**src/rtl/sng_pkg.sv**
```systemverilog
// sng_pkg: shared constants, FSM state type and rotate helper for the
// stochastic stream generator (stoch_stream_gen and lfsr_16bit).
package sng_pkg;

    localparam int unsigned       LFSR_W    = 16;
    localparam logic [LFSR_W-1:0] LFSR_TAPS = 16'hB400;

    typedef enum logic {
        IDLE = 1'b0,
        RUN  = 1'b1
    } sng_state_e;

    // Left-rotate built from a doubled word so any amount below LFSR_W is legal.
    function automatic logic [LFSR_W-1:0] rotl(input logic [LFSR_W-1:0] x,
                                               input int unsigned       amt);
        logic [2*LFSR_W-1:0] dbl;
        dbl = {x, x} << (amt % LFSR_W);
        return dbl[2*LFSR_W-1:LFSR_W];
    endfunction

endpackage

```
**src/rtl/lfsr_16bit.sv**
```systemverilog
// lfsr_16bit: 16-bit Fibonacci LFSR (x^16+x^14+x^13+x^11+1), shifting left.
// 'load' takes priority over 'en'; a non-zero seed keeps it out of the lock-up state.
module lfsr_16bit
    import sng_pkg::*;
#(
    parameter logic [LFSR_W-1:0] RESET_VAL = 16'hACE1
) (
    input  logic              clk,
    input  logic              rst_n,
    input  logic              en,
    input  logic              load,
    input  logic [LFSR_W-1:0] seed,
    output logic [LFSR_W-1:0] q
);

    logic feedback;

    assign feedback = ^(q & LFSR_TAPS);

    always_ff @(posedge clk or negedge rst_n) begin
        if (!rst_n) begin
            q <= RESET_VAL;
        end else if (load) begin
            q <= seed;
        end else if (en) begin
            q <= {q[LFSR_W-2:0], feedback};
        end
    end

endmodule

```
**src/rtl/stoch_stream_gen.sv**
```systemverilog
// stoch_stream_gen: turns three 16-bit operands into stochastic bitstreams, one frame
// of FRAME_LEN bits per accepted operand set. SNG_RESEED_EN reseeds the LFSR per transfer.
module stoch_stream_gen
    import sng_pkg::*;
#(
    parameter int unsigned       FRAME_LEN = 256,
    parameter logic [LFSR_W-1:0] SEED      = 16'hACE1,
    parameter int unsigned       ROT_I     = 5,
    parameter int unsigned       ROT_W2    = 11
) (
    input  logic              clk,
    input  logic              rst_n,
    input  logic              in_valid,
    output logic              in_ready,
    input  logic [LFSR_W-1:0] w1_val,
    input  logic [LFSR_W-1:0] i1_val,
    input  logic [LFSR_W-1:0] w2_val,
    output logic              w1_bs,
    output logic              i1_bs,
    output logic              w2_bs,
    output logic [LFSR_W-1:0] rand_word,
    output logic              bs_valid,
    output logic              Nc
);

    localparam int unsigned      CNT_W    = (FRAME_LEN > 1) ? $clog2(FRAME_LEN) : 1;
    localparam logic [CNT_W-1:0] LAST_BIT = CNT_W'(FRAME_LEN - 1);

    sng_state_e        state_q;
    sng_state_e        state_d;
    logic [CNT_W-1:0]  bit_cnt_q;
    logic [LFSR_W-1:0] w1_q;
    logic [LFSR_W-1:0] i1_q;
    logic [LFSR_W-1:0] w2_q;
    logic [LFSR_W-1:0] lfsr_q;
    logic [LFSR_W-1:0] rot_i;
    logic [LFSR_W-1:0] rot_w2;
    logic              last_bit;
    logic              xfer;
    logic              lfsr_en;
    logic              lfsr_load;

    assign last_bit = (bit_cnt_q == LAST_BIT);
    assign xfer     = in_valid && in_ready;

    always_ff @(posedge clk or negedge rst_n) begin
        if (!rst_n) begin
            state_q <= IDLE;
        end else begin
            state_q <= state_d;
        end
    end

    // A transfer on the last bit keeps RUN so frames follow without a bubble.
    always_comb begin
        state_d = state_q;
        case (state_q)
            IDLE:    if (xfer) state_d = RUN;
            RUN:     if (last_bit && !xfer) state_d = IDLE;
            default: state_d = IDLE;
        endcase
    end

    always_comb begin
        in_ready = 1'b0;
        bs_valid = 1'b0;
        Nc       = 1'b0;
        w1_bs    = 1'b0;
        i1_bs    = 1'b0;
        w2_bs    = 1'b0;
        case (state_q)
            IDLE: begin
                in_ready = 1'b1;
            end
            RUN: begin
                in_ready = last_bit;
                bs_valid = 1'b1;
                Nc       = last_bit;
                w1_bs    = (w1_q > lfsr_q);
                i1_bs    = (i1_q > rot_i);
                w2_bs    = (w2_q > rot_w2);
            end
            default: begin
                in_ready = 1'b0;
            end
        endcase
    end

    // Counter only wraps through the last-bit rule and sits at zero while idle.
    always_ff @(posedge clk or negedge rst_n) begin
        if (!rst_n) begin
            bit_cnt_q <= '0;
        end else if (state_q == RUN && !last_bit) begin
            bit_cnt_q <= bit_cnt_q + 1'b1;
        end else begin
            bit_cnt_q <= '0;
        end
    end

    always_ff @(posedge clk or negedge rst_n) begin
        if (!rst_n) begin
            w1_q <= '0;
            i1_q <= '0;
            w2_q <= '0;
        end else if (xfer) begin
            w1_q <= w1_val;
            i1_q <= i1_val;
            w2_q <= w2_val;
        end
    end

    assign lfsr_en = (state_q == RUN);

`ifdef SNG_RESEED_EN
    assign lfsr_load = xfer;
`else
    assign lfsr_load = 1'b0;
`endif

    lfsr_16bit #(
        .RESET_VAL (SEED)
    ) u_lfsr (
        .clk   (clk),
        .rst_n (rst_n),
        .en    (lfsr_en),
        .load  (lfsr_load),
        .seed  (SEED),
        .q     (lfsr_q)
    );

    // The rotated views decorrelate the three streams drawn from one LFSR word.
    assign rot_i     = rotl(lfsr_q, ROT_I);
    assign rot_w2    = rotl(lfsr_q, ROT_W2);
    assign rand_word = lfsr_q;

endmodule

```
**config.mk**
```make
export PLATFORM = sky130hd
export DESIGN_NAME = stoch_stream_gen
export DESIGN_NICKNAME = d
export VERILOG_FILES = /design/src/rtl/sng_pkg.sv /design/src/rtl/lfsr_16bit.sv /design/src/rtl/stoch_stream_gen.sv
export SDC_FILE = /design/constraint.sdc
export NUM_CORES = 1
export LEC_CHECK = 0
export BUFFER_PORTS_ARGS = -buffer_cell sky130_fd_sc_hd__buf_2
export CAP_MARGIN = 5
export CORE_ASPECT_RATIO = 1.25
export CORE_MARGIN = 2
export CORE_UTILIZATION = 56
export CTS_CLUSTER_SIZE = 16
export DETAILED_ROUTE_END_ITERATION = 6
export GPL_TIMING_DRIVEN = 0
export PLACE_DENSITY = 0.83
export SLEW_MARGIN = 40
export SYNTH_ARGS = -nofsm -noshare
export SYNTH_HDL_FRONTEND = slang
export SYNTH_SLANG_ARGS = --single-unit
```
**constraint.sdc**
```tcl
create_clock -name clk -period 2.4 [get_ports clk]
set_input_delay 0.12 -clock clk [delete_from_list [all_inputs] [get_ports clk]]
set_output_delay 0.12 -clock clk [all_outputs]
set_load 0.01 [all_outputs]
```
==> impl_metrics.py <==
metrics = {
    "timing": {
        "skew_ps": 9.644,
        "fmax_ghz": 0.3956,
        "slew_headroom": 0.6504,
        "slew_viol_final": 0,
        "finalCriticalPeriod_ps": 2528,
        "setup_viol": 3,
        "post-route-period-util": 1.053,
        "worst_slew_pin_slew_ps": 524.5,
        "hold_violations": 0,
        "setup_ws_ps": -127.6,
        "rsz0062_at_grt": "true",
    },
    "route": {
        "routed_wl_um": 11030,
        "drt_first_pass_iters": 7,
        "vias": 3327,
        "post_drt_wl_per_cell_um": 19.62,
        "drt_iter0_drc": 197,
        "drc": 0,
        "ant_nets": 0,
        "viasPerCell": 5.920,
    },
    "global_route": {
        "grt_pass1_wl_um": 16180,
        "antenna_found_initial": 0,
        "track_usage": 0.2762,
        "grt_pass1_vias": 3305,
        "grt_max_degree": 47,
        "grt_overflow": 0,
    },
    "worst_hold_path": {
        "hp-start": "w2_val[0]",
        "hold-path-cell-count": 2,
        "hold_class": "in -> reg",
        "min_to": "w2_q[0]",
    },
    "critical_path": {
        "path_max_fanout": 3,
        "crit_type": "reg -> out",
        "startpoint_type": "flop",
        "required_ps": 2280,
        "crit_path_end_kind": "output pin",
        "r2r_slack_ps": 260,
        "reg2regPathDepth": 7,
        "rr_endpoint": "w1_q[5]",
        "arrival_ps": 2410,
        "crit_start": "u_lfsr.q[6]",
        "reg2reg_from": "bit_cnt_q[0]",
    },
    "run": {
        "maxCapViolations": 0,
    },
    "place": {
        "dp_slack_ps": 179.7,
        "portBuffers": 72,
        "gp_congestion": 0.8503,
        "dp_hpwl_um": 6602,
    },
    "logic_synthesis": {
        "synth_edf_count": 0,
        "yosys_register_bits": 73,
        "netlist_area_um2": 3965,
        "synthTopCellsByArea": "dfrtp_1, ha_1, mux2_2, mux2_4, dfstp_2",
        "syn-num-nets": 431,
        "avgSynthCellArea_um2": 11.98,
        "syn_inst": 331,
        "ys_types": 35,
        "synth.largest_area_cell": "dfrtp_1",
        "synth_top_flop_cell": "dfrtp_1",
        "synth-seq-area-share": 0.4632,
        "synthDominantCellAreaShare": 0.4102,
        "ys_warn_count": 0,
        "ys_async_sr_fraction": 1.000,
    },
    "floorplanning": {
        "dieArea_um2": 7773,
        "rows": 34,
        "die_y_um": 98.08,
        "core_area_um2": 6892,
        "initial_utilization": 0.5753,
        "die_w_um": 79.26,
        "ios": 73,
    },
    "finish": {
        "n_antenna_cell": 0,
        "area_delta_synth_final_pct": 35.66,
        "fill_cells": 417,
        "nets": 567,
        "drive_above_1_share": 0.4153,
    },
    "clocking": {
        "cts_tree": "done",
        "numCtsBuffers": 9,
        "clk_pin_slew_worst_paths_ps": 80,
        "clkSinkCount": 73,
        "cts_root_buffer": "clkbuf_8",
        "clock_latency_ps": 350,
        "h-tree-depth": 3,
        "clk_path_buf_depth": 2,
    },
    "outcome": {
        "violations": "negative setup slack",
        "status": "complete, but fails checks",
    },
    "power": {
        "leakage_nw": 2.773,
        "powerDensity_nw_per_um2": 476.7,
        "total_power_w": 0.002564,
        "vdd_ir_drop_max_mv": 0.4162,
    },
}
==> worst max-delay path, cell delays in order, from the launching register on <==
cell and delay [ps]:
dfstp_2 570, clkinvlp_4 150, buf_12 160, ha_4 220
nand4_1 90, nand3_1 100, a221o_1 330, o311a_1 300
buf_2 140
==> cell type report <==
cell class                      instances  area (um^2)  share of cell area
Buffer                                  9        58.81             0.01093
Clock buffer                           12        155.1             0.02884
Clock inverter                          4        98.84             0.01838
Inverter                               20        81.33             0.01512
Multi-Input combinational cell        229         2153              0.4003
Sequential cell                        73         1837              0.3415
Tap cell                               90        112.6             0.02094
Timing Repair Buffer                  125        882.1              0.1640
==> power breakdown <==
group          internal, W  switching, W
registers          0.00123             0
logic            0.0000732     0.0000449
clock network     0.000750      0.000466
total              0.00205      0.000511
==> logic make-up (layout without fill, tap and decap cells) <==
kind of cell	count (synthesis)	after routing	synth area share
DFF	73	73	0.4632
and+or+nand+nor	71	71	0.08962
AOI/OAI and AO/OA	52	52	0.08363
adders and majority gates	49	49	0.1546
muxes	48	48	0.1553
buffers and inverters	29	170	0.03376
xor gates and xnor gates	9	9	0.01988
==> per-layer routing <==
metal	track usage	vias to the layer above	wire length, um
met5	0	-	0
met4	0.1485	0	560
met3	0.05823	55	830
met2	0.4570	206	5587
met1	0.3352	1589	4047
li1	-	1477	-
==> sequential cells by signal (all words and copies together) (netlist names) <==
name / cells
w1_q: 16
lfsr_en: 1
i1_q: 16
w2_q: 16
u_lfsr.q: 16
bit_cnt_q: 8
==> layout by cell type, fill, tap and decap left out, drive strengths merged, types with 8 or more instances in the layout <==
cell and count:
buf 93, dfrtp 65, ha 49, mux2 48, dlygate4sd3 37, nand2 25
inv 19, o21ai 18, a21oi 18, clkbuf 16, nand4 14, nor2 11
nand3 9, dfstp 8
==> through the flow <==
stage	util	cell area, um^2	TNS [ps]	cells	hold WS [ps]
after floorplan	-	3965	0	331	-175.6
after global placement	0.6440	4438	0	493	336.4
after detailed placement	0.6478	4464	0	494	2.944
after CTS	0.7625	5255	-113.7	554	0.1276
after global routing	0.7805	5379	-436.0	562	4.339
final	0.7805	5379	-342.6	562	8.332
==> cells in the mapped netlist (all sizes together) (2+ instances only) <==
cell and n:
a2111oi 2, a21o 2, a21oi 18, a221o 2
and2 3, buf 5, clkbuf 4, dfrtp 65
dfstp 8, ha 49, inv 20, mux2 48
nand2 25, nand2b 2, nand3 9, nand4 14
nor2 11, nor2b 3, o211ai 3, o21ai 18
o311a 2, or4 2, xnor2 5, xor2 4
==> timing repair <==
action                     in CTS  in global routing
setup buffers                  10                  5
hold buffers                   34                  3
resized for setup              18                 15
gates cloned                    0                  0
setup endpoints to repair       3                  3
hold endpoints to repair       98                  3
pin swaps                      15                  9
==> how the worst max path moves through the flow <==
stage          slack, ps  endpoint  cells past startpoint
2_1_floorplan        410     w1_bs                      6
3_3_place_gp         210     w1_bs                      7
3_5_place_dp         180     w2_bs                      7
4_1_cts              -70     w1_bs                      8
5_1_grt             -160     w1_bs                      8
6_report            -130     w1_bs                      8
Power figures use the tool's default switching activity.
